**src/rtl/cpu_pkg.sv**
```systemverilog
// Shared fetch-side definitions: reset vector, redirect kinds,
// fetch FSM states and the pending-redirect record.
package cpu_pkg;

    localparam logic [31:0] RESET_PC = 32'h0000_3000;

    typedef enum logic [1:0] {
        RK_BRANCH = 2'd0,
        RK_JUMP   = 2'd1,
        RK_JR     = 2'd2,
        RK_RSVD   = 2'd3
    } redirect_kind_t;

    typedef enum logic [1:0] {
        S_IDLE = 2'd0,
        S_REQ  = 2'd1,
        S_WAIT = 2'd2
    } fetch_state_t;

    typedef struct packed {
        logic        valid;
        logic [31:0] target;
    } pending_t;

    // Signed word offset to byte offset.
    function automatic logic [31:0] word_offset(input logic [15:0] imm);
        return {{14{imm[15]}}, imm, 2'b00};
    endfunction

endpackage

```
**src/rtl/pc_target_calc.sv**
```systemverilog
// Combinational redirect target arithmetic for branch, jump and jr.
// Reserved kind falls through to pc+4; the caller ignores it anyway.
module pc_target_calc (
    input  logic [1:0]  kind,
    input  logic [31:0] pc,
    input  logic [15:0] imm,
    input  logic [25:0] index,
    input  logic [31:2] jr_word,
    output logic [31:0] target
);
    import cpu_pkg::*;

    logic [31:0] pc_plus4;

    assign pc_plus4 = pc + 32'd4;

    // Select target by redirect kind; all sums wrap mod 2^32.
    always_comb begin
        target = pc_plus4;
        unique case (kind)
            RK_BRANCH: target = pc_plus4 + word_offset(imm);
            RK_JUMP:   target = {pc_plus4[31:28], index, 2'b00};
            RK_JR:     target = {jr_word, 2'b00};
            default:   target = pc_plus4;
        endcase
    end

endmodule

```
**src/rtl/pc_next_gen.sv**
```systemverilog
// Fetch sequencer: drives pc_counter.next, issues imem fetches,
// applies decode redirects and hands fetched words to decode.
module pc_next_gen #(
    parameter logic [31:0] RESET_PC = 32'h0000_3000
) (
    input  logic        clk,
    input  logic        reset,
    input  logic [31:0] pc_current,
    input  logic        stall,
    input  logic        redirect_valid,
    input  logic [1:0]  redirect_kind,
    input  logic [31:0] redirect_pc,
    input  logic [15:0] branch_imm,
    input  logic [25:0] jump_index,
    input  logic [31:0] jr_target,
    output logic        imem_req,
    output logic [31:0] imem_addr,
    input  logic        imem_ready,
    input  logic [31:0] imem_rdata,
    output logic [31:0] next,
    output logic        instr_valid,
    output logic [31:0] instr_out,
    output logic [31:0] instr_pc,
    output logic        misalign
);
    import cpu_pkg::*;

    fetch_state_t state, state_nx;
    pending_t     pend_q, pend_nx;

    logic [31:0] calc_target;
    logic [31:0] eff_target;
    logic [31:0] pc_plus4;
    logic        take;
    logic        have_redir;
    logic        deliver;
    logic        misalign_nx;

    pc_target_calc u_calc (
        .kind    (redirect_kind),
        .pc      (redirect_pc),
        .imm     (branch_imm),
        .index   (jump_index),
        .jr_word (jr_target[31:2]),
        .target  (calc_target)
    );

    // Reserved kind is dropped before it can touch any state.
    assign take       = redirect_valid && (redirect_kind != RK_RSVD);
    assign have_redir = take || pend_q.valid;
    // An incoming redirect is newer than anything pending.
    assign eff_target = take ? calc_target : pend_q.target;
    assign pc_plus4   = pc_current + 32'd4;
    assign imem_addr  = pc_current;

    assign misalign_nx = !reset && (state != S_IDLE) && take
                         && (redirect_kind == RK_JR)
                         && (jr_target[1:0] != 2'b00);

    // Next-state, next-PC, request and pending-redirect decisions.
    always_comb begin
        state_nx = state;
        pend_nx  = pend_q;
        imem_req = 1'b0;
        next     = pc_current;
        deliver  = 1'b0;
        if (reset) begin
            state_nx = S_IDLE;
            pend_nx  = '0;
            next     = RESET_PC;
        end else begin
            unique case (state)
                S_IDLE: begin
                    next     = RESET_PC;
                    state_nx = S_REQ;
                end
                S_REQ: begin
                    if (have_redir && !stall) begin
                        next    = eff_target;
                        pend_nx = '0;
                    end else if (stall) begin
                        if (take) pend_nx = '{valid: 1'b1, target: calc_target};
                    end else begin
                        imem_req = 1'b1;
                        if (imem_ready) begin
                            next    = pc_plus4;
                            deliver = 1'b1;
                        end else begin
                            state_nx = S_WAIT;
                        end
                    end
                end
                S_WAIT: begin
                    // Request stays up until accepted; stall cannot pull it.
                    imem_req = 1'b1;
                    if (take) pend_nx = '{valid: 1'b1, target: calc_target};
                    if (imem_ready) begin
                        state_nx = S_REQ;
                        if (have_redir) begin
                            next    = eff_target;
                            pend_nx = '0;
                        end else begin
                            next    = pc_plus4;
                            deliver = 1'b1;
                        end
                    end
                end
                default: state_nx = S_IDLE;
            endcase
        end
    end

    // State, pending redirect and decode-facing output registers.
    always_ff @(posedge clk) begin
        if (reset) begin
            state       <= S_IDLE;
            pend_q      <= '0;
            instr_valid <= 1'b0;
            instr_out   <= '0;
            instr_pc    <= '0;
            misalign    <= 1'b0;
        end else begin
            state       <= state_nx;
            pend_q      <= pend_nx;
            instr_valid <= deliver;
            misalign    <= misalign_nx;
            if (deliver) begin
                instr_out <= imem_rdata;
                instr_pc  <= pc_current;
            end
        end
    end

endmodule

```
**config.mk**
```make
export PLATFORM = sky130hd
export DESIGN_NAME = pc_next_gen
export DESIGN_NICKNAME = d
export VERILOG_FILES = /design/src/rtl/cpu_pkg.sv /design/src/rtl/pc_target_calc.sv /design/src/rtl/pc_next_gen.sv
export SDC_FILE = /design/constraint.sdc
export NUM_CORES = 1
export LEC_CHECK = 0
export ABC_CLOCK_PERIOD_IN_PS = 8600
export CORE_MARGIN = 1
export CORE_UTILIZATION = 40
export DETAILED_ROUTE_END_ITERATION = 10
export HOLD_SLACK_MARGIN = 0.03
export PLACE_DENSITY = 0.7
export SLEW_MARGIN = 20
export SYNTH_ARGS = -nofsm -noshare
export SYNTH_HDL_FRONTEND = slang
export SYNTH_SLANG_ARGS = --single-unit
```
**constraint.sdc**
```tcl
create_clock -name clk -period 8.6 [get_ports clk]
set_clock_uncertainty 0.1 [all_clocks]
set_input_delay 1.72 -clock clk [delete_from_list [all_inputs] [get_ports clk]]
set_output_delay 1.72 -clock clk [all_outputs]
set_load 0.01 [all_outputs]
```
==> out/metrics.csv, run 1 <==
metric,value,unit
coreArea,24530,sq um
cp_max_fo,7,
synth_cells,1494,
avgRoutedWirePerCell,21.27,um
drt_pre_antenna_iters,8,
end_kind,primary output,
die_y,161.0,um
r2r_cells,9,
worstPathArrival,6640,ps
drtIter0Drc,1454,
min_delay_path_depth,2,
ctsHtreeMaxLevel,3,
grt_overflow,0,
hold_class,reg -> reg,
worst_setup_path_start_kind,input port,
setup_viol,0,
synth_cell_type_count,88,
antenna_found_initial,1,
clkLatencyLatePin,360,ps
crit_chain,"clkdlybuf4s50_1, nand4_1, nor2_1, nand2_1, nor4_1, buf_4, xor2_1, ha_1, inv_1, nor2_1, nand3_1, o41ai_1, xor2_1, a21oi_1, o311ai_0, clkdlybuf4s50_1",
numPortBuffers,307,
place_congestion,0.9578,
vias,12260,
dieArea,25920,sq um
dieWidth,161.0,um
clock_path_buffers,2,
num-nets-final,1934,
grt_pass1_wl,66160,um
ir_drop,99.82,uV
maxCapViolations,0,
root_buffer,clkbuf_16,
cts_sinks,101,
netlist_area,10110,sq um
start_util,41.22,%
clock.fmax,0.1181,GHz
ys.flop_type,dfxtp_1,
rsz0062_at_grt,false,
synth_edf_count,0,
setup_tns,0,ps
yosysWarnings,0,
drt-vias-per-instance,6.000,
min_period,8464,ps
critPathSlowestCell,clkdlybuf4s50_1,
power.leakage,0.004880,uW
cp_data_required_time,6780,ps
critPathKind,in -> out,
layout-drive-gt1-share,5.526,%
clk_pin_slew,80,ps
timing.final.crit_share,98.42,%
avgSynthCellArea,6.769,sq um
cts_tree,yes,
drv_slew,0,
hold_viol,0,
ant_nets,0,
synth_nets,1714,
grt_max_degree,130,
totalWireLength,43480,um
synth-seq-area-share,19.99,%
pin_count,308,
utilization,55.32,%
power,2107,uW
cts_made_buffers,9,
areaGrowthSynthToFinish,34.20,%
tightest_slew,1074,ps
post-dp-hpwl,33520,um
grtUsageTotal,32.72,%
ys_ff_latch,101,
slowest_delay,660,ps
drcViolationCount,0,
grt_pass1_vias,11140,
p_per_area,155.2,nW/um^2
outcome,"finished, final reports clean",
synth-async-reset-ratio,0,%
row_count,57,
max_slew_margin,28.33,%
[layout make-up]
type	count	area [sq um]
fillers	2429	10960
multi-input cells	1203	7259
repair buffers	354	3423
flip-flops and latches	101	2022
well taps	324	405.4
clock buffers	9	225.2
inverters	45	168.9
clock inverters	7	65.06
diodes	1	2.502
[report_power, final]
group          internal (uW)  switching, uW  total, uW  leakage (uW)
Combinational            466            677       1140       0.00392
Sequential               516           30.5        546      0.000816
Clock                    205            213        418      0.000146
Total                   1190            920       2110       0.00488
[cells in the mapped netlist, drive strengths merged (3+ instances only)]
cell / n / area [sq um]
a2111oi: 4 / 41.29
mux2i: 7 / 70.07
a21oi: 127 / 646.9
xor2: 18 / 157.7
nor3: 27 / 140.1
buf: 57 / 359.1
a311oi: 7 / 67.56
o21a: 12 / 90.09
xnor2: 42 / 367.9
a22oi: 23 / 172.7
nand4b: 3 / 26.28
o22ai: 9 / 56.30
o31ai: 14 / 105.1
clkbuf: 88 / 330.3
o311ai: 9 / 93.84
or3: 9 / 56.30
or2: 7 / 43.80
a32oi: 3 / 26.28
o21bai: 4 / 30.03
nand4: 27 / 175.2
and2: 12 / 77.58
nand2b: 71 / 444.2
a221o: 3 / 30.03
a211oi: 18 / 145.1
nand3: 34 / 170.2
inv: 44 / 165.2
and4: 10 / 87.58
and3: 20 / 125.1
a31oi: 12 / 75.07
o221ai: 10 / 87.58
o211ai: 10 / 75.07
dfxtp: 101 / 2022
nor2b: 17 / 106.4
o21ai: 178 / 890.9
a221oi: 14 / 128.9
a21o: 19 / 142.6
a22o: 3 / 26.28
a21boi: 8 / 60.05
ha: 42 / 525.5
nor2: 126 / 475.5
nor4: 12 / 81.33
nand3b: 5 / 37.54
nand2: 190 / 715.7
o31a: 5 / 43.79
[repair_timing]
action,CTS,global route
setup buffers,0,0
hold buffers,0,0
endpoints found under the setup margin,0,2
gates resized for setup,0,2
[final timing paths]
kind | from | endpoint | slack, ps
max | redirect_pc[15] | next[30] | 140
min | pend_q[23] | pend_q[23] | 360
max reg2reg | state[0] | pend_q[15] | 5120
min reg2reg | pend_q[23] | pend_q[23] | 360
[routing by layer]
| metal | wire length [um] | global-route usage, % |
|---|---|---|
| met5 | 0 | 0 |
| met4 | 1037 | 9.262 |
| met3 | 4002 | 5.598 |
| met2 | 20330 | 53.94 |
| met1 | 18110 | 43.68 |
[metrics by stage]
step / instance area, sq um / setup WS (ps) / std cells / hold slack, ps
3_3_place_gp: 13270 / 277.6 / 2027 / 339.2
5_1_grt: 13570 / 9.901 / 2044 / 388.8
2_1_floorplan: 10110 / 1998 / 1494 / 331.9
4_1_cts: 13560 / 246.8 / 2043 / 361.5
6_report: 13570 / 135.9 / 2044 / 361.6
3_5_place_dp: 13270 / 272.4 / 2027 / 350.2
[worst max-delay path: cells and delay by family]
family	cells	cell delay (ps)
AOI/OAI and AO/OA	3	1100
xor gates and xnor gates	2	310
adders and majority gates	1	420
and+or+nand+nor	6	1520
buffers and inverters	4	1580
[registers in the layout (all words and copies together) (netlist names)]
register / count
state: 2
instr_out: 32
instr_pc: 32
misalign: 1
pend_q: 33
instr_valid: 1
[cell usage in the layout, fill, tap and decap left out, types with 23 or more instances in the layout]
master,instances
clkdlybuf4s50_1,306
nand2_1,189
o21ai_0,174
nor2_1,124
a21oi_1,124
dfxtp_1,101
nand2b_1,71
buf_4,48
inv_1,44
xnor2_1,42
ha_1,41
nand3_1,34
nand4_1,26
nor3_1,26
a22oi_1,23
[logic make-up after synthesis]
logic type	after synthesis	synth area share, %
and+or+nand+nor	576	27.82
DFF	101	19.99
muxes	9	0.9155
buffers and inverters	190	8.487
adders and majority gates	43	5.394
AOI/OAI and AO/OA	515	32.19
xor gates and xnor gates	60	5.196
Power figures use the tool's default switching activity.
==> run 2: changes to the inputs <==
--- a/config.mk
+++ b/config.mk
@@ -6,8 +6,10 @@
 export NUM_CORES = 1
 export LEC_CHECK = 0
 export ABC_CLOCK_PERIOD_IN_PS = 8600
+export CORE_ASPECT_RATIO = 1.4
 export CORE_MARGIN = 1
 export CORE_UTILIZATION = 40
+export CTS_CLUSTER_DIAMETER = 30
 export DETAILED_ROUTE_END_ITERATION = 10
 export HOLD_SLACK_MARGIN = 0.03
 export PLACE_DENSITY = 0.7
==> out/metrics.csv, run 2 (synthesized netlist as in run 1, its figures left out) <==
metric,value,unit,change
outcome,"finished, final reports clean",,
coreArea,24760,sq um,+0.92%
post-dp-hpwl,30950,um,-7.7%
hold_viol,0,,unchanged
tightest_slew,989.8,ps,-84.16 ps
drt-vias-per-instance,5.929,,-1.2%
maxCapViolations,0,,unchanged
grt_pass1_vias,11420,,+2.5%
end_kind,primary output,,
setup_tns,0,ps,unchanged
drcViolationCount,0,,unchanged
setup_viol,0,,unchanged
grtUsageTotal,30.34,%,-2.4 points
rsz0062_at_grt,false,,
highest_layer,met4,,
cts_resized,0,,unchanged
timing.final.crit_share,96.64,%,-1.8 points
combPwrFrac,53.7,%,-0.5 points
internal_power,1176,uW,-0.91%
p_per_area,150.7,nW/um^2,-3.0%
p_switching,854.0,uW,-7.2%
cp_data_required_time,6780,ps,about the same
grt_max_degree,130,,unchanged
wl_met3,2945,um,-26%
ir_drop,130.8,uV,+31%
cts_made_buffers,9,,unchanged
areaGrowthSynthToFinish,33.23,%,
hold_class,reg -> reg,,
worstPathArrival,6490,ps,-150 ps
clock.fmax,0.1203,GHz,+1.8%
avgRoutedWirePerCell,19.87,um,-6.6%
vias,12010,,-2.1%
power.switching_fraction,42.07,%,-1.6 points
cp_num_buf_inv,2,,-2
row_count,68,,+19%
fin_area,13470,sq um,-0.72%
grt_pass1_wl,61180,um,-7.5%
route.met2.wl,19130,um,-5.9%
critPathKind,in -> out,,
antenna_found_initial,0,,-1
largest-register,pend_q,,
power_frac_seq,26.9,%,+1.0 points
num-nets-final,1925,,-0.47%
power.leakage,0.004822,uW,-1.2%
placed_area,13200,sq um,-0.52%
crit_chain,"clkdlybuf4s50_1, nand4_1, nor4_2, nand3_1, xnor2_1, ha_1, a21oi_1, o21bai_1, a2111oi_0, a21boi_0, a41oi_1, xnor2_1, o211ai_1, a21oi_1, clkdlybuf4s50_1",,
worst_path_dominant_cell_family,compound AO/OA/AOI/OAI gates,,
drv_slew,0,,unchanged
cts_tree,yes,,
dieArea,25930,sq um,about the same
cts_setup_buffers,0,,unchanged
pin_count,308,,unchanged
largest_reg_flops,33,,unchanged
ant_nets,0,,unchanged
start_util,40.85,%,-0.37 points
clkPwrFrac,19.4,%,-0.4 points
num_antenna_cells,0,,-1
routedLengthMet1,15890,um,-12%
layout-drive-gt1-share,4.912,%,-0.61 points
clkLatencyLatePin,360,ps,about the same
ctsHtreeMaxLevel,3,,unchanged
biggestRegsByFlops,"pend_q (33), instr_out (32), instr_pc (32)",,
root_buffer,clkbuf_16,,
min_period,8311,ps,-153.3 ps
clock_path_buffers,2,,unchanged
die_y,190.1,um,+18%
worst_setup_path_start_kind,input port,,
final_common_cell,clkdlybuf4s50_1,,
cts_sinks,101,,unchanged
clk_pin_slew,70,ps,about the same
critPathSlowestCell,clkdlybuf4s50_1,,
fin_cells,2025,,-0.93%
place_congestion,0.9455,,-1.3%
drt_pre_antenna_iters,6,,-2
max_slew_margin,33.86,%,+5.5 points
dp.cells,2009,,-0.89%
numPortBuffers,307,,unchanged
grt_overflow,0,,unchanged
hold_buffers,0,,unchanged
cp_max_fo,9,,+2
mostFrequentLayoutCells,"clkdlybuf4s50_1, nand2_1, o21ai_0, nor2_1, a21oi_1",,
drtIter0Drc,1059,,-27%
totalWireLength,40250,um,-7.4%
slowest_delay,580,ps,-80 ps
dieWidth,136.4,um,-15%
-- run 2: tightest hold or removal path, delay by kind of cell, from the launching register on --
kind               cells  cell delay [ps]
AOI/OAI and AO/OA      1               50
DFF                    1              320
and+or+nand+nor        1               50
-- run 2: per-stage QoR --
| stage | total power (uW) | hold WS [ps] | setup slack, ps | utilization [%] |
|---|---|---|---|---|
| after floorplan | 1190 | 331.9 | 1998 | - |
| after global placement | 1617 | 339.9 | 483.6 | 53.31 |
| after detailed placement | 1626 | 348.3 | 416.0 | 53.31 |
| after CTS | 2020 | 358.7 | 401.2 | 54.42 |
| after global routing | 2146 | 374.9 | 18.77 | 54.42 |
| final | 2030 | 363.5 | 289.2 | 54.42 |
-- run 2: final cells by class --
class	count	area (sq um)
fillers	2448	11280
clock buffers	10	229.0
clock inverters	6	46.29
multi-input cells	1203	7246
well taps	315	394.1
inverters	45	168.9
repair buffers	345	3368
flip-flops and latches	101	2022
-- run 2: metal layers --
layer  track usage, %  vias to the layer above
li1                 -                     5756
met1            34.97                     5483
met2            52.75                      635
met3            4.023                      133
met4            17.91                        0
met5                0                        -
-- run 2: worst paths after layout --
kind / start / to / slack [ps] / cells after the start
setup / recovery: redirect_pc[4] / next[28] / 290 / 15
hold / removal: pend_q[26] / pend_q[26] / 360 / 2
setup reg to reg: state[1] / pend_q[15] / 5250 / 11
hold reg to reg: pend_q[26] / pend_q[26] / 360 / 2
-- run 2: power groups by stage --
stage	sequential, uW	combinational [uW]	clock (uW)
global route	550	1180	418
detailed placement	555	1070	0
global placement	553	1060	0
floorplan	558	633	0
finish	545	1090	394
CTS	544	1080	399
==> run 3: changes to the inputs <==
--- a/config.mk
+++ b/config.mk
@@ -6,13 +6,15 @@
 export NUM_CORES = 1
 export LEC_CHECK = 0
 export ABC_CLOCK_PERIOD_IN_PS = 8600
+export CELL_PAD_IN_SITES_DETAIL_PLACEMENT = 2
+export CELL_PAD_IN_SITES_GLOBAL_PLACEMENT = 2
 export CORE_ASPECT_RATIO = 1.4
 export CORE_MARGIN = 1
-export CORE_UTILIZATION = 40
+export CORE_UTILIZATION = 28
 export CTS_CLUSTER_DIAMETER = 30
 export DETAILED_ROUTE_END_ITERATION = 10
 export HOLD_SLACK_MARGIN = 0.03
-export PLACE_DENSITY = 0.7
+export PLACE_DENSITY_LB_ADDON = 0.1
 export SLEW_MARGIN = 20
 export SYNTH_ARGS = -nofsm -noshare
 export SYNTH_HDL_FRONTEND = slang
==> out/metrics.csv, run 3 (synthesized netlist as in run 1, its figures left out) <==
metric,value,unit,change
dieWidth,162.6,um,+19%
largest_reg_flops,33,,unchanged
timing.final.crit_share,97.31,%,+0.67 points
clock_path_buffers,2,,unchanged
min_period,8369,ps,+57.93 ps
post-dp-hpwl,37590,um,+21%
p_switching,916.4,uW,+7.3%
power_frac_seq,25.2,%,-1.7 points
maxCapViolations,0,,unchanged
worstPathArrival,6550,ps,+60 ps
critPathSlowestCell,clkdlybuf4s50_1,,
num_antenna_cells,0,,unchanged
final_common_cell,clkdlybuf4s50_1,,
drt_pre_antenna_iters,5,,-1
cts_sinks,101,,unchanged
drt-vias-per-instance,5.562,,-6.2%
clkPwrFrac,22.1,%,+2.7 points
drcViolationCount,0,,unchanged
ctsHtreeMaxLevel,3,,unchanged
grt_max_degree,130,,unchanged
worst_setup_path_start_kind,input port,,
max_slew_margin,38.86,%,+5.0 points
slowest_delay,580,ps,about the same
power.switching_fraction,42.34,%,+0.27 points
mostFrequentLayoutCells,"clkdlybuf4s50_1, nand2_1, o21ai_0, nor2_1, a21oi_1",,
combPwrFrac,52.6,%,-1.1 points
ir_drop,82.54,uV,-37%
critPathKind,in -> out,,
outcome,"finished, final reports clean",,
areaGrowthSynthToFinish,36.10,%,
clk_pin_slew,90,ps,+20 ps
whs,369.3,ps,+5.738 ps
hold_class,reg -> reg,,
end_kind,primary output,,
vias,12120,,+0.90%
place_congestion,0.9441,,-0.15%
start_util,28.33,%,-13 points
dieArea,36890,sq um,+42%
grt_pass1_vias,13010,,+14%
avgRoutedWirePerCell,21.89,um,+10%
internal_power,1248,uW,+6.1%
numPortBuffers,307,,unchanged
power.leakage,0.004885,uW,+1.3%
p_per_area,157.2,nW/um^2,+4.4%
biggestRegsByFlops,"pend_q (33), instr_out (32), instr_pc (32)",,
crit_chain,"clkdlybuf4s50_1, nand4_1, nor2_1, nand2_1, nor4_1, buf_4, xor2_1, ha_1, inv_1, nor2_1, nand3_1, o41ai_1, xor2_1, a21oi_1, o311ai_0, buf_4, clkdlybuf4s50_1",,
antenna_found_initial,0,,unchanged
totalWireLength,47670,um,+18%
die_y,226.9,um,+19%
drtIter0Drc,554,,-48%
cts_setup_buffers,0,,unchanged
num-nets-final,1931,,+0.31%
cp_max_fo,7,,-2
cp_data_required_time,6780,ps,about the same
setup_viol,0,,unchanged
rsz0062_at_grt,false,,
pin_count,308,,unchanged
hold_viol,0,,unchanged
hold_buffers,0,,unchanged
grt_pass1_wl,73950,um,+21%
coreArea,35700,sq um,+44%
cts_resized,0,,unchanged
row_count,82,,+21%
tightest_slew,916.1,ps,-73.62 ps
ant_nets,0,,unchanged
cts_tree,yes,,
cts_made_buffers,9,,unchanged
root_buffer,clkbuf_16,,
setup_tns,0,ps,unchanged
grtUsageTotal,25.90,%,-4.4 points
layout-drive-gt1-share,5.594,%,+0.68 points
drv_slew,0,,unchanged
clkLatencyLatePin,370,ps,about the same
clock.fmax,0.1195,GHz,-0.69%
grt_overflow,0,,unchanged
largest-register,pend_q,,
[run 3: cell count changes in the layout (fill, tap and decap cells not counted), sizes merged]
cell,previous run,this run
clkdlybuf4s50,306,305
clkinvlp,2,0
bufinv,0,2
buf,39,46
inv,46,49
clkinv,3,1
clkbuf,10,9
[run 3: per-layer routing]
layer,global-route usage (%),routed length [um]
met1,29.84,19860
met2,48.73,24830
met3,2.561,1656
met4,9.466,1333
met5,0,0
[run 3: power groups by stage]
stage               logic [uW]  registers [uW]  clock network, uW
detailed placement        1140             557                  0
CTS                       1140             546                494
finish                    1140             546                479
floorplan                  633             558                  0
global route              1240             552                511
global placement          1110             554                  0
[run 3: path summary, 6_finish.rpt]
kind / slack [ps] / endpoint / cells past startpoint / startpoint
setup / recovery: 230 / next[30] / 17 / redirect_pc[15]
hold reg to reg: 370 / pend_q[29] / 2 / pend_q[29]
setup reg to reg: 5000 / pend_q[19] / 8 / state[0]
hold / removal: 370 / pend_q[29] / 2 / pend_q[29]
[run 3: final cells by class]
cell class / count / area, sq um
fill: 4271 / 21940
multi-input combinational: 1203 / 7259
timing repair buffer: 351 / 3400
sequential: 101 / 2022
tap: 462 / 578.1
clock buffer: 9 / 225.2
inverter: 45 / 168.9
clock inverter: 7 / 111.4
[run 3: worst max-delay path: cells and delay by family]
| family | cells | cell delay, ps |
|---|---|---|
| AOI/OAI and AO/OA | 3 | 960 |
| and+or+nand+nor | 6 | 1560 |
| adders and majority gates | 1 | 410 |
| xor gates and xnor gates | 2 | 240 |
| buffers and inverters | 5 | 1660 |
[run 3: per-stage QoR]
stage               util, %  cell area (sq um)  worst slack, ps  cells  total power [uW]
floorplan                 -              10110             1998   1494              1190
global placement      37.57              13420            425.9   2162              1667
detailed placement    37.57              13420            313.8   2162              1696
CTS                   38.52              13750            288.8   2178              2186
global route          38.55              13760            6.894   2178              2300
finish                38.55              13760            231.3   2178              2164
